$ cat src/rtl/serial_frame_tx.sv
`default_nettype none
// +----------------------------------------------------------------------------+
// | serial_frame_tx : start / LSB-first data / optional even parity / stop     |
// | Revision 1.0 - initial release                                             |
// +----------------------------------------------------------------------------+
module serial_frame_tx #(
    parameter int CLKS_PER_BIT = 4,
    parameter int DATA_W       = 8,
    parameter int PARITY_EN    = 1
) (
    input  logic              clk,
    input  logic              async_rst,
    input  logic [DATA_W-1:0] tx_data,
    input  logic              tx_valid,
    output logic              tx_ready,
    output logic              tx_line,
    output logic              tx_busy,
    output logic              frame_done
);

    localparam int BAUD_W = $clog2(CLKS_PER_BIT);
    localparam int IDX_W  = $clog2(DATA_W + 1);
    localparam logic [BAUD_W-1:0] BAUD_LAST = BAUD_W'(CLKS_PER_BIT - 1);
    localparam logic [BAUD_W-1:0] BAUD_PRE  = BAUD_W'(CLKS_PER_BIT - 2);
    localparam logic [IDX_W-1:0]  IDX_LAST  = IDX_W'(DATA_W - 1);

    typedef enum logic [2:0] {
        IDLE   = 3'd0,
        START  = 3'd1,
        DATA   = 3'd2,
        PARITY = 3'd3,
        STOP   = 3'd4
    } state_t;

    state_t             state;
    logic [BAUD_W-1:0]  baud;
    logic [IDX_W-1:0]   bit_idx;
    logic [DATA_W-1:0]  shreg;
    logic               parity;
    logic               bit_end;
    logic [DATA_W-1:0]  shifted;

    assign bit_end = (baud == BAUD_LAST);
    assign shifted = shreg >> 1;

    // tx_line is registered for the state being entered, so each bit begins
    // exactly on the rising edge that starts its first cycle.
    always_ff @(posedge clk or negedge async_rst) begin
        if (!async_rst) begin
            state      <= IDLE;
            baud       <= '0;
            bit_idx    <= '0;
            shreg      <= '0;
            parity     <= 1'b0;
            tx_ready   <= 1'b0;
            tx_line    <= 1'b1;
            tx_busy    <= 1'b0;
            frame_done <= 1'b0;
        end else begin
            frame_done <= 1'b0;
            case (state)
                IDLE: begin
                    baud    <= '0;
                    tx_line <= 1'b1;
                    tx_busy <= 1'b0;
                    if (tx_valid && tx_ready) begin
                        shreg    <= tx_data;
                        parity   <= ^tx_data;
                        bit_idx  <= '0;
                        state    <= START;
                        tx_line  <= 1'b0;
                        tx_busy  <= 1'b1;
                        tx_ready <= 1'b0;
                    end else begin
                        tx_ready <= 1'b1;
                    end
                end
                START: begin
                    if (bit_end) begin
                        baud    <= '0;
                        bit_idx <= '0;
                        state   <= DATA;
                        tx_line <= shreg[0];
                    end else begin
                        baud <= baud + BAUD_W'(1);
                    end
                end
                DATA: begin
                    if (bit_end) begin
                        baud <= '0;
                        if (bit_idx == IDX_LAST) begin
                            if (PARITY_EN != 0) begin
                                state   <= PARITY;
                                tx_line <= parity;
                            end else begin
                                state   <= STOP;
                                tx_line <= 1'b1;
                            end
                        end else begin
                            shreg   <= shifted;
                            tx_line <= shifted[0];
                            bit_idx <= bit_idx + IDX_W'(1);
                        end
                    end else begin
                        baud <= baud + BAUD_W'(1);
                    end
                end
                PARITY: begin
                    if (bit_end) begin
                        baud    <= '0;
                        state   <= STOP;
                        tx_line <= 1'b1;
                    end else begin
                        baud <= baud + BAUD_W'(1);
                    end
                end
                STOP: begin
                    if (bit_end) begin
                        baud     <= '0;
                        state    <= IDLE;
                        tx_busy  <= 1'b0;
                        tx_ready <= 1'b1;
                        tx_line  <= 1'b1;
                    end else begin
                        baud <= baud + BAUD_W'(1);
                        // Raise the pulse one edge early so it covers the final STOP cycle.
                        if (baud == BAUD_PRE) begin
                            frame_done <= 1'b1;
                        end
                    end
                end
                default: begin
                    state    <= IDLE;
                    baud     <= '0;
                    tx_ready <= 1'b0;
                    tx_busy  <= 1'b0;
                    tx_line  <= 1'b1;
                end
            endcase
        end
    end

endmodule
`default_nettype wire

$ cat config.mk
export PLATFORM = sky130hd
export DESIGN_NAME = serial_frame_tx
export DESIGN_NICKNAME = d
export VERILOG_FILES = /design/src/rtl/serial_frame_tx.sv
export SDC_FILE = /design/constraint.sdc
export NUM_CORES = 1
export LEC_CHECK = 0
export CORE_MARGIN = 2
export CORE_UTILIZATION = 40
export CTS_BUF_LIST = sky130_fd_sc_hd__clkbuf_4 sky130_fd_sc_hd__clkbuf_8
export CTS_CLUSTER_DIAMETER = 80
export DETAILED_ROUTE_END_ITERATION = 8
export PLACE_DENSITY_LB_ADDON = 0.15
export RECOVER_POWER = 100
export SLEW_MARGIN = 15
export SYNTH_ARGS = -nofsm -noshare
export SYNTH_HDL_FRONTEND = slang
export SYNTH_SLANG_ARGS = --single-unit
$ cat constraint.sdc
create_clock -name clk -period 2.04 [get_ports clk]
set_clock_uncertainty 0.15 [all_clocks]
set_input_delay 0.204 -clock clk [delete_from_list [all_inputs] [get_ports clk]]
set_output_delay 0.204 -clock clk [all_outputs]
set_load 0.02 [all_outputs]
==> key figures <==
Outcome
  • Status: completed

Global route
  • GR Util met3: 4.59%
  • Vias in the first global route: 867
  • First-pass GRT wire length: 3860 µm
  • Met1 usage: 19.1%
  • Most Crowded Layer GR: met2
  • GR met2 Demand/Resource: 23.7%
  • Initial antenna violation count: 0
  • Pin count of the biggest net entering global routing: 23
  • Total track usage: 14.6%
  • Total gr overflow: 0

Timing
  • Hold Fails Final Rpt: 0
  • Worst slew margin: 19.3%
  • Final Slew Violations: 0
  • Minimum clock period: 1.93 ns
  • RSZ-0062 raised after global routing: false
  • Setup violators final: 0
  • Fmax: 0.518 GHz
  • Slew @ Worst Pin: 1.21 ns
  • Setup ws final: 0.111 ns
  • Sum of negative setup slack: 0 ns
  • Final hold slack: 0.318 ns
  • Final worst-path cycle share: 94.6%

Die
  • Chip Height: 59.2 µm
  • Die Wd: 59.2 µm
  • Initial Util: 41.0%
  • Core Region: 2980 µm²
  • Die ar.: 3510 µm²
  • Top-level port count: 15
  • Number of cell rows: 20

CTS
  • Clock Latency Late Sink: 0.31 ns
  • TritonCTS clock tree: yes
  • Clk buf depth: 2
  • Htree depth: 1
  • Total CTS buffers: 3
  • CTS clk-pin slew, worst paths: 0.13 ns
  • Clock sinks: 22
  • Root Driver: clkbuf_4
  • CTS Hold Bufs: 0
  • CTS resizes: 0
  • Postcts setup bufs: 0

Power
  • Worst vdd ir: 0.000915 V
  • Power Internal: 1.25 mW
  • Net Switching: 0.672 mW
  • Sw frac: 35.0%
  • Pwr Density: 1320 nW/µm²
  • Power share of the clock group: 17.4%
  • Leakage: 0.625 nW
  • Comb pwr share: 44.8%
  • Sequential share of power: 37.8%
  • Total power: 1.92 mW

Setup path
  • Worst Path Max Fanout: 8
  • Crit path cell chain: ha_1, nand3b_1, nor2b_1, o21ai_4, mux2_2
  • Slowest stage delay, CP: 0.41 ns
  • Worst Path Required: 2.10 ns
  • Crit path arrival time: 1.99 ns
  • Crit Path Category: flip-flop to flip-flop
  • Slowest-stage cell, CP: dfrtp_1
  • Critical path endpoint category: flip-flop
  • Startpoint class of the critical path: flip-flop

Drt
  • Drt first pass iters: 4
  • DR vias: 859
  • DRT antenna net count: 0
  • DR iter-0 viols: 22
  • Via density: 5.24
  • Post-DR wirelength/cell: 14.1 µm
  • WL final: 2320 µm
  • DRC viols: 0

Synth
  • Post-synth EDFFs: 0
  • Netlist cell types: 40
  • Most used flip-flop cell after synthesis: dfrtp_1
  • Net count after synthesis: 126
  • Post-synthesis sequential area ratio: 45.2%
  • FFs w/ async S/R, synth: 100%
  • Mapped Area: 1220 µm²
  • Synth Instances: 112
  • Ys Warns: 0
  • Avg Inst Size Synth: 10.9 µm²
  • #FFs+latches synth: 22

Finish
  • Inserted Diodes: 0
  • Nets@finish: 146
  • Final Core Density: 48.9%
  • Most frequent cells in the layout: 21 x dfrtp_1, 14 x mux2_2, 11 x nor2_1
  • Area grow syn2layout: 19.4%
  • Finished Layout Cells: 164
  • Commonest non-fill, non-tap cell in the layout: dfrtp_1
  • Layout cells sized above 1: 19.1%
  • Fill cells: 283
  • Cell area after layout: 1460 µm²

Place
  • PortBufs: 14
  • Routability Congestion: 0.774
  • Hpwl dp: 1730 µm
  • Inst Count DP: 160
  • Placed Area: 1420 µm²
  • Post-place setup slack: 0.125 ns

Worst hold path
  • Worst hold path class: flip-flop to flip-flop

Flow run
  • Max-cap viol count: 0
-- area by class of cell --
cell class | count | area [µm²] | area share (%)
sequential | 22 | 552 | 37.9
inverter | 5 | 18.8 | 1.29
timing repair buffer | 19 | 170 | 11.7
clock inverter | 1 | 30.0 | 2.06
tap | 33 | 41.3 | 2.84
clock buffer | 3 | 22.5 | 1.55
multi-input combinational | 81 | 622 | 42.7
-- metal layers --
metal | up-vias | wire length, µm | share of wire (%)
met1 | 405 | 1070 | 46
li1 | 436 | - | -
met2 | 16 | 1140 | 49
met3 | 2 | 86 | 3.7
met5 | - | 0 | 0
met4 | 0 | 19 | 0.82
-- power groups by stage --
stage          Combinational, mW  Sequential (mW)  Clock, mW
3_3_place_gp               0.878            0.730          0
3_5_place_dp               0.892            0.736          0
4_1_cts                    0.899            0.729      0.346
6_report                   0.859            0.726      0.335
2_1_floorplan              0.641            0.741          0
5_1_grt                    0.962            0.748      0.365
-- Yosys cell counts, drive strengths merged, types with 2 or more instances --
library cell  count  area [µm²]
a211oi            2        15.0
a21oi             4        20.0
and3              3        18.8
buf               3        18.8
dfrtp            21         526
ha                3        37.5
inv               5        18.8
mux2             16         184
nand2             4        15.0
nand2b            2        12.5
nor2             12        47.6
nor2b             2        12.5
nor3              2        10.0
o21ai             4        31.3
o32ai             2        17.5
xnor2             8        70.1
-- cell families (layout without fill, tap and decap cells) --
group / count (synthesis) / count (layout) / share of synthesized area (%)
AO/OA/AOI/OAI: 20 / 20 / 12.5
adder cells (fa/ha/maj): 3 / 3 / 3.08
multiplexers: 17 / 17 / 15.9
buffers and inverters: 9 / 28 / 3.49
flip-flops: 22 / 22 / 45.2
AND/OR/NAND/NOR: 32 / 32 / 13.3
XOR/XNOR: 9 / 9 / 6.46
-- critical path: cells and delay by family (launching register included) --
| family | cells | cell delay, ns |
|---|---|---|
| compound gates | 1 | 0.28 |
| fa+ha+maj | 1 | 0.22 |
| flops | 1 | 0.41 |
| mux | 1 | 0.37 |
| simple gates | 2 | 0.40 |
-- registers in the layout, indices dropped and copies added (netlist names) --
name / flops
state: 3
tx_ready: 1
parity: 1
tx_busy: 1
shreg: 8
baud: 2
bit_idx: 4
frame_done: 1
tx_line: 1
-- worst paths after layout --
check | start | endpoint | slack (ns) | cells past startpoint
worst max-delay path | bit_idx[0] | shreg[5] | 0.11 | 5
worst min-delay path | baud[0] | baud[0] | 0.32 | 1
worst max register to register | bit_idx[0] | shreg[5] | 0.11 | 5
worst min register to register | baud[0] | baud[0] | 0.32 | 1
max in group asynchronous | async_rst | state[2] | 0.53 | 2
min in group asynchronous | async_rst | shreg[2] | 0.49 | 2
Power figures use the tool's default switching activity.
